`config.mk`:
```
export PLATFORM = sky130hd
export DESIGN_NAME = alu_exec_unit
export DESIGN_NICKNAME = d
export VERILOG_FILES = /design/src/rtl/alu_pkg.sv /design/src/rtl/alu_exec_unit_iter_muldiv.sv /design/src/rtl/alu_exec_unit.sv
export SDC_FILE = /design/constraint.sdc
export NUM_CORES = 1
export LEC_CHECK = 0
export ABC_AREA = 1
export BUFFER_PORTS_ARGS = -buffer_cell sky130_fd_sc_hd__buf_2
export CAP_MARGIN = 20
export CORE_ASPECT_RATIO = 1.25
export CORE_UTILIZATION = 47
export DETAILED_ROUTE_END_ITERATION = 12
export GPL_ROUTABILITY_DRIVEN = 0
export PLACE_DENSITY = 0.69
export SYNTH_ARGS = -nofsm -noshare
export SYNTH_HDL_FRONTEND = slang
export SYNTH_SLANG_ARGS = --single-unit
```
`constraint.sdc`:
```
create_clock -name clk -period 7.65 [get_ports clk]
set_input_delay 2.295 -clock clk [delete_from_list [all_inputs] [get_ports clk]]
set_output_delay 2.295 -clock clk [all_outputs]
set_load 0.005 [all_outputs]
```
`src/rtl/alu_pkg.sv`:
```
// Shared opcodes, FSM encoding and decode helpers for the ALU execute stage.
package alu_pkg;

  localparam int unsigned OP_W = 3;

  localparam logic [OP_W-1:0] OP_ADD = 3'b000;
  localparam logic [OP_W-1:0] OP_SUB = 3'b001;
  localparam logic [OP_W-1:0] OP_AND = 3'b010;
  localparam logic [OP_W-1:0] OP_OR  = 3'b011;
  localparam logic [OP_W-1:0] OP_MUL = 3'b100;
  localparam logic [OP_W-1:0] OP_DIV = 3'b101;

  typedef enum logic [1:0] {
    IDLE = 2'd0,
    EXEC = 2'd1,
    ITER = 2'd2,
    FIN  = 2'd3
  } state_t;

  // True for the ops that run on the multi-cycle multiply/divide datapath.
  function automatic logic is_iter_op(input logic [OP_W-1:0] op);
    return (op == OP_MUL) || (op == OP_DIV);
  endfunction

endpackage

```
`src/rtl/alu_exec_unit_iter_muldiv.sv`:
```
// Iterative unsigned multiplier (shift-add) and restoring divider, one bit per cycle.
module iter_muldiv #(
  parameter int unsigned WIDTH = 16
) (
  input  logic             clk,
  input  logic             rst_n,
  input  logic             go,
  input  logic             is_div,
  input  logic [WIDTH-1:0] a,
  input  logic [WIDTH-1:0] b,
  output logic             busy,
  output logic             fin,
  output logic [WIDTH-1:0] lo,
  output logic [WIDTH-1:0] hi
);

  localparam int unsigned CNT_W = (WIDTH > 1) ? $clog2(WIDTH) : 1;

  logic [CNT_W-1:0] cnt;
  logic [WIDTH-1:0] opd;
  logic             div_q;
  logic [WIDTH:0]   mul_sum;
  logic [WIDTH:0]   div_shift;
  logic             div_fits;
  logic [WIDTH-1:0] div_diff;

  // High while the last iteration is being applied at the coming edge.
  assign fin = busy && (cnt == '0);

  // One step of each datapath; lo holds multiplier / dividend bits, hi the accumulator / remainder.
  always_comb begin
    mul_sum   = {1'b0, hi} + (lo[0] ? {1'b0, opd} : '0);
    div_shift = {hi, lo[WIDTH-1]};
    div_fits  = (div_shift >= {1'b0, opd});
    div_diff  = div_shift[WIDTH-1:0] - opd;
  end

  // Operand load on go, then WIDTH iterations counted down to zero.
  always_ff @(posedge clk) begin
    if (!rst_n) begin
      busy  <= 1'b0;
      cnt   <= '0;
      lo    <= '0;
      hi    <= '0;
      opd   <= '0;
      div_q <= 1'b0;
    end else if (go) begin
      busy  <= 1'b1;
      cnt   <= CNT_W'(WIDTH - 1);
      lo    <= a;
      hi    <= '0;
      opd   <= b;
      div_q <= is_div;
    end else if (busy) begin
      if (div_q) begin
        hi <= div_fits ? div_diff : div_shift[WIDTH-1:0];
        lo <= {lo[WIDTH-2:0], div_fits};
      end else begin
        {hi, lo} <= {mul_sum, lo[WIDTH-1:1]};
      end
      if (cnt == '0) begin
        busy <= 1'b0;
      end else begin
        cnt <= cnt - CNT_W'(1);
      end
    end
  end

endmodule

```
`src/rtl/alu_exec_unit.sv`:
```
// Execute stage: single-cycle adder/logic ops and iterative MUL/DIV behind a start/ready/done handshake.
module alu_exec_unit
  import alu_pkg::*;
#(
  parameter int unsigned WIDTH = 16
) (
  input  logic             clk,
  input  logic             rst_n,
  input  logic             start,
  input  logic [2:0]       op_select,
  input  logic             sub,
  input  logic [WIDTH-1:0] a,
  input  logic [WIDTH-1:0] b,
  output logic             ready,
  output logic             done,
  output logic [WIDTH-1:0] result,
  output logic [WIDTH-1:0] result_hi,
  output logic             carry,
  output logic             zero,
  output logic             div_by_zero
);

  state_t           state;
  state_t           state_next;
  logic [2:0]       op_q;
  logic             sub_q;
  logic [WIDTH-1:0] a_q;
  logic [WIDTH-1:0] b_q;
  logic             accept;
  logic             go;
  logic             finish;
  logic [WIDTH-1:0] res_n;
  logic [WIDTH-1:0] hi_n;
  logic             carry_n;
  logic             dbz_n;
  logic [WIDTH:0]   add_sum;
  logic             md_busy;
  logic             md_fin;
  logic [WIDTH-1:0] md_lo;
  logic [WIDTH-1:0] md_hi;

  assign accept  = start && ready;
  // Divide by zero bypasses the iterator and finishes through EXEC.
  assign go      = accept && is_iter_op(op_select) && !((op_select == OP_DIV) && (b == '0));
  assign add_sum = {1'b0, a_q} + {1'b0, b_q ^ {WIDTH{sub_q}}} + (WIDTH + 1)'(sub_q);

  iter_muldiv #(.WIDTH(WIDTH)) u_iter_muldiv (
    .clk    (clk),
    .rst_n  (rst_n),
    .go     (go),
    .is_div (op_select == OP_DIV),
    .a      (a),
    .b      (b),
    .busy   (md_busy),
    .fin    (md_fin),
    .lo     (md_lo),
    .hi     (md_hi)
  );

  // Next state and the values loaded into the output registers on completion.
  always_comb begin
    state_next = state;
    finish     = 1'b0;
    res_n      = '0;
    hi_n       = '0;
    carry_n    = 1'b0;
    dbz_n      = 1'b0;
    case (state)
      IDLE: begin
        if (accept) state_next = go ? ITER : EXEC;
      end
      EXEC: begin
        finish     = 1'b1;
        state_next = IDLE;
        case (op_q)
          OP_AND: res_n = a_q & b_q;
          OP_OR:  res_n = a_q | b_q;
          OP_DIV: begin
            res_n = '1;
            hi_n  = a_q;
            dbz_n = 1'b1;
          end
          default: begin
            res_n   = add_sum[WIDTH-1:0];
            carry_n = add_sum[WIDTH];
          end
        endcase
      end
      ITER: begin
        if (md_fin) state_next = FIN;
      end
      FIN: begin
        finish     = 1'b1;
        state_next = IDLE;
        res_n      = md_lo;
        hi_n       = md_hi;
      end
      default: state_next = IDLE;
    endcase
  end

  // State, operand capture on accept, and outputs that change only on completion.
  always_ff @(posedge clk) begin
    if (!rst_n) begin
      state       <= IDLE;
      ready       <= 1'b1;
      done        <= 1'b0;
      result      <= '0;
      result_hi   <= '0;
      carry       <= 1'b0;
      zero        <= 1'b0;
      div_by_zero <= 1'b0;
      op_q        <= '0;
      sub_q       <= 1'b0;
      a_q         <= '0;
      b_q         <= '0;
    end else begin
      state <= state_next;
      ready <= (state_next == IDLE);
      done  <= finish;
      if (accept) begin
        op_q  <= op_select;
        sub_q <= sub;
        a_q   <= a;
        b_q   <= b;
      end
      if (finish) begin
        result      <= res_n;
        result_hi   <= hi_n;
        carry       <= carry_n;
        zero        <= (res_n == '0);
        div_by_zero <= dbz_n;
      end
    end
  end

endmodule

```
==> run_results.csv, run 1 <==
group,metric,value,unit
status,outcome,"completed",
power_and_ir_drop,p_int,1430,µW
power_and_ir_drop,power_density,222,nW/µm²
logic_synthesis,yosysMostFrequentCell,"nand2_1",
global_routing,antenna_found_initial,0,
clock_network,cts-root-buf,"clkbuf_16",
sta,hold_viol,0,
die,start_util,48.7,%
clock_network,clock-sinks,129,
power_and_ir_drop,leakagePower,0.00474,µW
global_routing,grt_max_degree,54,
power_and_ir_drop,pwr-share-clk,40.8,%
power_and_ir_drop,switchingPower,718,µW
die,rows,54,
logic_synthesis,ys_seq_area_share,30.1,%
route,antenna_left,0,
die,io_pins,76,
setup_path,arrival,4960,ps
logic_synthesis,synth_edf_count,0,
logic_synthesis,ys_async_sr_fraction,0,%
logic_synthesis,syn_inst,1358,
clock_network,htree_num_levels,4,
sta,setup_viol_count_final,0,
global_routing,grt.total_usage,30.4,%
finish,layout.nets,1499,
sta,fin_crit,4580,ps
global_routing,gr-total-overflow,0,
setup_path,critical_path_class,"input pin to flop",
route,drtIter0Drc,812,
finish,diodes,0,
logic_synthesis,syn_area_per_cell,6.32,µm²
logic_synthesis,ys_ff_latch,129,
sta,setup_tns,0,ps
route,drtPass1Iterations,5,
global_routing,grt_pass1_wl,43.7,mm
die,die_width,123,µm
clock_network,clk_pin_slew,60,ps
logic_synthesis,syn_area,8580,µm²
finish,areaGrowthSynthToFinish,12.8,%
clock_network,cts_tree,"done",
route,drc,0,
power_and_ir_drop,swShare,33.5,%
die,coreArea,17600,µm²
placed_design,pre_cts_slack,2710,ps
clock_network,postCtsSetupBuffers,0,
sta,post-route-period-util,59.9,%
setup_path,crit_slowest_cell,"nand2_2",
logic_synthesis,synth_area_leaders,"dfxtp_1, nand2_1, o21ai_0",
placed_design,hpwl,20.7,mm
sta,rsz0062_at_grt,"no",
placed_design,place_area,9050,µm²
finish,design_area,9680,µm²
finish,layout-drive-gt1-share,9.80,%
setup_path,crit_path_start_kind,"input pin",
clock_network,cts.path.max_buffers,2,
sta,max_slew_margin,23.4,%
logic_synthesis,synth_fp_nets,1452,
route,totalWireLength,27.6,mm
logic_synthesis,ys_warn_count,0,
power_and_ir_drop,peakVddDrop,162,µV
setup_path,crit_fanout,50,
clock_network,clock_latency,440,ps
setup_path,cp_cell_sequence,"buf_2 -> nor4_1 -> nand2_1 -> nor2_1 -> nand3_1 -> nand2_2 -> nand2_1 -> inv_1 -> o21ai_0 -> nor2_2",
logic_synthesis,ys.flop_type,"dfxtp_1",
power_and_ir_drop,p_total,2150,µW
die,dieArea,18800,µm²
logic_synthesis,ys_types,42,
placed_design,io_buffer_count,75,
finish,fillers,1798,
global_routing,grt_pass1_vias,8445,
route,routedWlPerCell,16.8,µm
setup_path,slowest_delay,670,ps
sta,worstMarginPinSlew,1150,ps
run,maxCapViolations,0,
logic_synthesis,synthDominantAreaCellType,"dfxtp_1",
sta,clock.fmax,0.218,GHz
power_and_ir_drop,power.share.sequential,35.8,%
sta,finClkSkew,9.14,ps
clock_network,cts_buffers,17,
route,vias,8959,
die,die_y,153,µm
route,vias_per_cell,5.46,
setup_path,endpoint_kind,"flop",
setup_path,crit_required,8020,ps
setup_path,cp_common_cell,"nand2_1",
sta,fin_ws,3070,ps
clock_network,cts_resized,0,
sta,slew_viol_final,0,
logic_synthesis,synth.top_cell.area_share,30.1,%
hold_path,hold_class,"flop to flop",
clock_network,holdBufCountCts,0,
power_and_ir_drop,power_frac_comb,23.4,%
logic_synthesis,yosys-top-cells-count,"nand2_1, nor2_1, inv_1",
## layer usage
layer  wire [µm]  GRT usage (%)  up-vias
met2       13300           50.6      332
li1            -              -     4497
met5           0              0        -
met4        1470           17.4        0
met1       11200           36.5     4043
met3        1540           4.89       87
## power groups by stage
| stage | Combinational (µW) | Sequential, µW | Clock, µW |
|---|---|---|---|
| floorplan | 375 | 759 | 0 |
| global placement | 485 | 781 | 0 |
| detailed placement | 490 | 782 | 0 |
| CTS | 494 | 768 | 877 |
| global route | 563 | 774 | 910 |
| finish | 502 | 769 | 875 |
## cell families after synthesis
logic type / after synthesis / synth area share [%]
multiplexers: 1 / 0.117
AND/OR/NAND/NOR: 640 / 30.8
AO/OA/AOI/OAI: 292 / 18.0
flip-flops: 129 / 30.1
XOR/XNOR: 30 / 3.06
adder cells (fa/ha/maj): 55 / 8.28
buffers and inverters: 211 / 9.64
## critical path, delay by kind of cell
kind	cells	cell delay (ps)
AOI/OAI and AO/OA	1	150
and+or+nand+nor	7	2090
buffers and inverters	2	400
## layout make-up
type / instances / area [µm²] / share of cell area (%)
Inverter: 158 / 593 / 6.13
Tap cell: 224 / 280 / 2.90
Clock inverter: 12 / 173 / 1.78
Clock buffer: 20 / 457 / 4.72
Timing Repair Buffer: 81 / 420 / 4.34
Sequential cell: 129 / 2580 / 26.7
Multi-Input combinational cell: 1018 / 5170 / 53.4
## path summary, 6_finish.rpt
check,slack [ps],end,start,cells past startpoint
worst max-delay path,3070,u_iter_muldiv.hi[12],b[15],10
worst min-delay path,460,zero,zero,2
worst max register to register,4340,zero,sub_q,15
worst min register to register,460,zero,zero,2
## layout by cell type, fill, tap and decap left out, types with 24 or more instances in the layout
master / count
buf_2: 75
inv_1: 151
xor2_1: 24
o21ai_0: 134
ha_1: 52
a21oi_1: 118
dfxtp_1: 129
nand3_1: 71
nor2_1: 167
nand2_1: 351
## metrics by stage
stage	cells	utilization, %	hold WS (ps)
2_1_floorplan	1358	-	434
3_3_place_gp	1610	51.3	437
3_5_place_dp	1610	51.3	447
4_1_cts	1642	54.9	460
5_1_grt	1642	54.9	483
6_report	1642	54.9	457
## flip-flops by register name, indices dropped and copies added, names as in the netlist, 3 cells and up
name and flops:
a_q 16, b_q 16, result 16, result_hi 16, u_iter_muldiv.hi 16, u_iter_muldiv.lo 16
u_iter_muldiv.opd 16, u_iter_muldiv.cnt 4, op_q 3
(Power assumes the default switching activity.)
==> run 2, diff against run 1 <==
Settings changed: PLACE_DENSITY 0.69 to 0.72.
Clock period 7.65 ns to 4 ns, I/O delays scaled along.
==> run 2 against run 1 <==
  * Sequential share of layout area is essentially flat
  * Via count grew 1.2%
  * Non-clock buffer count grew 8
  * First-iteration DRC count shrank 7.0%
  * Largest cell class unchanged
  * Critical path depth grew 1
  * Core utilization grew 0.078 points
==> run_results.csv, run 2 (synthesis results as in run 1) <==
group,metric,value,unit
global_routing,grt_max_degree,69,
finish,layout.nets,1507,
setup_path,crit_fanout,25,
status,outcome,"completed",
setup_path,crit_path_start_kind,"input pin",
finish,final_core_util,55.0,%
power_and_ir_drop,p_total,4000,µW
route,drtPass1Iterations,5,
route,drtIter0Drc,755,
die,coreArea,17600,µm²
finish,diodes,0,
clock_network,holdBufCountCts,0,
clock_network,cts_resized,0,
sta,hold_ws,450,ps
global_routing,grt_pass1_vias,8695,
route,vias,9065,
sta,fin_crit,3130,ps
die,start_util,48.7,%
route,drc,0,
global_routing,antenna_found_initial,0,
setup_path,crit_slowest_cell,"nor4_1",
clock_network,cts-root-buf,"clkbuf_16",
die,dieArea,18800,µm²
power_and_ir_drop,peakVddDrop,280,µV
global_routing,grt_pass1_wl,44.2,mm
finish,areaGrowthSynthToFinish,12.9,%
clock_network,clock_latency,430,ps
placed_design,dpl.cell_count,1618,
clock_network,cts_buffers,17,
clock_network,clk_pin_slew,60,ps
setup_path,arrival,3480,ps
clock_network,htree_num_levels,4,
sta,max_slew_margin,27.5,%
clock_network,cts.path.max_buffers,2,
sta,post-route-period-util,78.3,%
placed_design,io_buffer_count,75,
die,die_y,153,µm
setup_path,critical_path_class,"input pin to flop",
sta,hold_viol,0,
placed_design,hpwl,21.1,mm
global_routing,grt.total_usage,30.6,%
finish,fin_cells,1650,
sta,clock.fmax,0.319,GHz
setup_path,crit_required,4350,ps
sta,slew_viol_final,0,
finish,final_cell_mix,"nand2_1, nor2_1, inv_1",
route,routedWlPerCell,16.9,µm
sta,finClkSkew,7.48,ps
finish,layout-drive-gt1-share,10.4,%
power_and_ir_drop,power_density,413,nW/µm²
setup_path,endpoint_kind,"flop",
setup_path,r2r_setup_slack,1150,ps
die,io_pins,76,
hold_path,hold_class,"flop to flop",
die,rows,54,
route,antenna_left,0,
finish,fillers,1769,
route,vias_per_cell,5.49,
global_routing,gr-total-overflow,0,
clock_network,clock-sinks,129,
setup_path,cp_cell_sequence,"buf_2 -> nor4_1 -> nand2_1 -> nor2_1 -> nand3_1 -> nand2_2 -> buf_4 -> nand2_1 -> nor2_1 -> o21ai_0 -> a31oi_1",
finish,final_common_cell,"nand2_1",
sta,setup_tns,0,ps
die,die_width,123,µm
route,totalWireLength,27.8,mm
run,maxCapViolations,0,
setup_path,slowest_delay,600,ps
sta,worstMarginPinSlew,1090,ps
clock_network,cts_tree,"done",
sta,rsz0062_at_grt,"no",
sta,setup_viol_count_final,0,
power_and_ir_drop,leakagePower,0.00475,µW
clock_network,postCtsSetupBuffers,0,
## run 2: cell type report
| type | count | area [µm²] | share of cell area (%) |
|---|---|---|---|
| clock inverters | 14 | 144 | 1.48 |
| well taps | 224 | 280 | 2.89 |
| flip-flops and latches | 129 | 2580 | 26.6 |
| clock buffers | 18 | 439 | 4.53 |
| multi-input cells | 1018 | 5170 | 53.4 |
| inverters | 158 | 593 | 6.12 |
| repair buffers | 89 | 480 | 4.96 |
## run 2: report_power, final
group / internal (µW) / switching, µW
registers: 1370 / 96.7
logic: 340 / 640
clock network: 892 / 664
## run 2: layer usage
| metal | track usage (%) | vias up | routed length, µm |
|---|---|---|---|
| met4 | 20.8 | 0 | 1880 |
| met5 | 0 | - | 0 |
| li1 | - | 4515 | - |
| met3 | 4.66 | 112 | 1630 |
| met1 | 35.1 | 4060 | 10900 |
| met2 | 51.4 | 378 | 13400 |
## run 2: worst paths after layout
kind | depth (start not counted) | start | to
setup / recovery | 11 | b[15] | u_iter_muldiv.lo[0]
hold / removal | 2 | result[14] | result[14]
setup reg to reg | 17 | sub_q | zero
hold reg to reg | 2 | result[14] | result[14]
## run 2: worst max-delay path: cells and delay by family
kind                   cells  cell delay (ps)
buffers and inverters      2              450
AND/OR/NAND/NOR            7             1570
AO/OA/AOI/OAI              2              260
## run 2: per-stage QoR
step | instance area (µm²) | setup WS [ps]
6_report | 9690 | 869
5_1_grt | 9690 | 751
4_1_cts | 9690 | 901
3_5_place_dp | 9110 | 460
3_3_place_gp | 9110 | 536
2_1_floorplan | 8580 | 1500
==> run 3, diff against run 2 <==
Settings changed: PLACE_DENSITY 0.72 to 0.69.
Clock period 4 ns to 3.25 ns, I/O delays scaled along.
==> run 3 against run 2 <==
  * Via count is 1.2% higher
  * Clock skew is 1.6 ps higher
  * Routed wire length shrank 0.51%
  * Critical path type is now flop to flop
==> run_results.csv, run 3 (synthesis results as in run 1) <==
group,metric,value,unit
route,routedWlPerCell,16.7,µm
clock_network,cts-root-buf,"clkbuf_16",
sta,post-route-period-util,85.9,%
finish,layout.nets,1515,
clock_network,cts.path.max_buffers,2,
sta,finClkSkew,9.07,ps
route,vias_per_cell,5.53,
setup_path,cp_cell_sequence,"buf_4 -> xor2_1 -> ha_1 -> nand2_1 -> inv_1 -> a21oi_1 -> a21oi_1 -> o21ai_0 -> nand2_1 -> nor2_1 -> nand3_1 -> nor2_1 -> nand3_1 -> nand2_1",
die,io_pins,76,
finish,fillers,1781,
setup_path,ff2ff_path_depth,14,
global_routing,grt.total_usage,30.4,%
finish,layout-drive-gt1-share,10.9,%
clock_network,cts_buffers,17,
finish,diodes,0,
sta,setup_viol_count_final,0,
die,start_util,48.7,%
route,drtPass1Iterations,6,
power_and_ir_drop,power_density,506,nW/µm²
global_routing,grt_pass1_wl,43.6,mm
clock_network,clk_pin_slew,60,ps
status,outcome,"completed",
sta,slew_viol_final,0,
die,coreArea,17600,µm²
sta,max_slew_margin,44.1,%
finish,multi_input_area,5170,µm²
setup_path,crit_slowest_cell,"dfxtp_1",
finish,areaGrowthSynthToFinish,13.6,%
die,dieArea,18800,µm²
setup_path,arrival,3170,ps
route,drtIter0Drc,702,
route,vias,9174,
power_and_ir_drop,peakVddDrop,345,µV
clock_network,cts_resized,0,
sta,clock.fmax,0.358,GHz
route,drc,0,
placed_design,hpwl,21.2,mm
sta,setup_tns,0,ps
setup_path,crit_fanout,9,
die,die_width,123,µm
setup_path,endpoint_kind,"flop",
setup_path,crit_required,3630,ps
power_and_ir_drop,leakagePower,0.00480,µW
global_routing,antenna_found_initial,0,
setup_path,cp_common_cell,"nand2_1",
die,die_y,153,µm
die,rows,54,
hold_path,whs_path_depth,2,
run,maxCapViolations,0,
setup_path,slowest_delay,570,ps
setup_path,critical_path_class,"flop to flop",
setup_path,crit_path_start_kind,"flop",
clock_network,clock_latency,430,ps
sta,fin_crit,2790,ps
global_routing,gr-total-overflow,0,
finish,final_cell_mix,"nand2_1, nor2_1, inv_1",
sta,rsz0062_at_grt,"no",
finish,final_core_util,55.3,%
sta,worstMarginPinSlew,838,ps
route,totalWireLength,27.7,mm
global_routing,grt_pass1_vias,8522,
global_routing,grt_max_degree,44,
clock_network,htree_num_levels,4,
clock_network,clock-sinks,129,
clock_network,holdBufCountCts,0,
finish,final_common_cell,"nand2_1",
finish,register_area,2580,µm²
clock_network,cts_tree,"done",
placed_design,io_buffer_count,75,
route,antenna_left,0,
sta,hold_viol,0,
hold_path,hold_class,"flop to flop",
clock_network,postCtsSetupBuffers,0,
run 3: changes by cell type in the layout (fill, tap and decap cells not counted):
| cell | delta |
|---|---|
| inv_8 | -1 |
| clkinv_2 | +1 |
| clkinvlp_4 | -2 |
| buf_4 | +8 |
| inv_6 | +1 |
| clkinv_4 | +1 |
run 3: layer usage:
metal | vias up | GRT usage [%] | part of all wire, %
li1 | 4532 | - | -
met1 | 4166 | 36.5 | 40
met2 | 373 | 50.8 | 48
met3 | 103 | 4.29 | 6.8
met4 | 0 | 17.5 | 5.5
met5 | - | 0 | 0
run 3: cell type report:
cell class	instances	share of cell area (%)
Multi-Input combinational cell	1018	53.1
Sequential cell	129	26.5
Inverter	158	6.08
Timing Repair Buffer	97	5.55
Clock buffer	18	4.51
Tap cell	224	2.88
Clock inverter	14	1.44
run 3: stage by stage:
step / setup WS (ps) / cells / instance area [µm²] / hold WS [ps] / total power (µW)
floorplan: 752 / 1358 / 8580 / 434 / 2670
global route: 187 / 1658 / 9750 / 476 / 5160
finish: 459 / 1658 / 9750 / 452 / 4930
global placement: 497 / 1626 / 9170 / 437 / 3020
detailed placement: 446 / 1626 / 9170 / 440 / 3030
CTS: 485 / 1658 / 9750 / 456 / 4920
run 3: report_power, final:
| group | internal, µW | switching (µW) | leakage, µW |
|---|---|---|---|
| Combinational | 430 | 804 | 0.00346 |
| Clock | 1100 | 805 | 0.000286 |
| Sequential | 1680 | 113 | 0.00105 |
run 3: final timing paths:
kind          from  endpoint  slack (ps)
max reg2reg  sub_q      zero         460
min          carry     carry         450
min reg2reg  carry     carry         450
max          sub_q      zero         460
run 3: worst max-delay path: cells and delay by family, from the launching register on:
kind	cells	cell delay, ps
buffers and inverters	2	330
and+or+nand+nor	7	660
adders and majority gates	1	300
xor gates and xnor gates	1	210
DFF	1	570
AOI/OAI and AO/OA	3	680
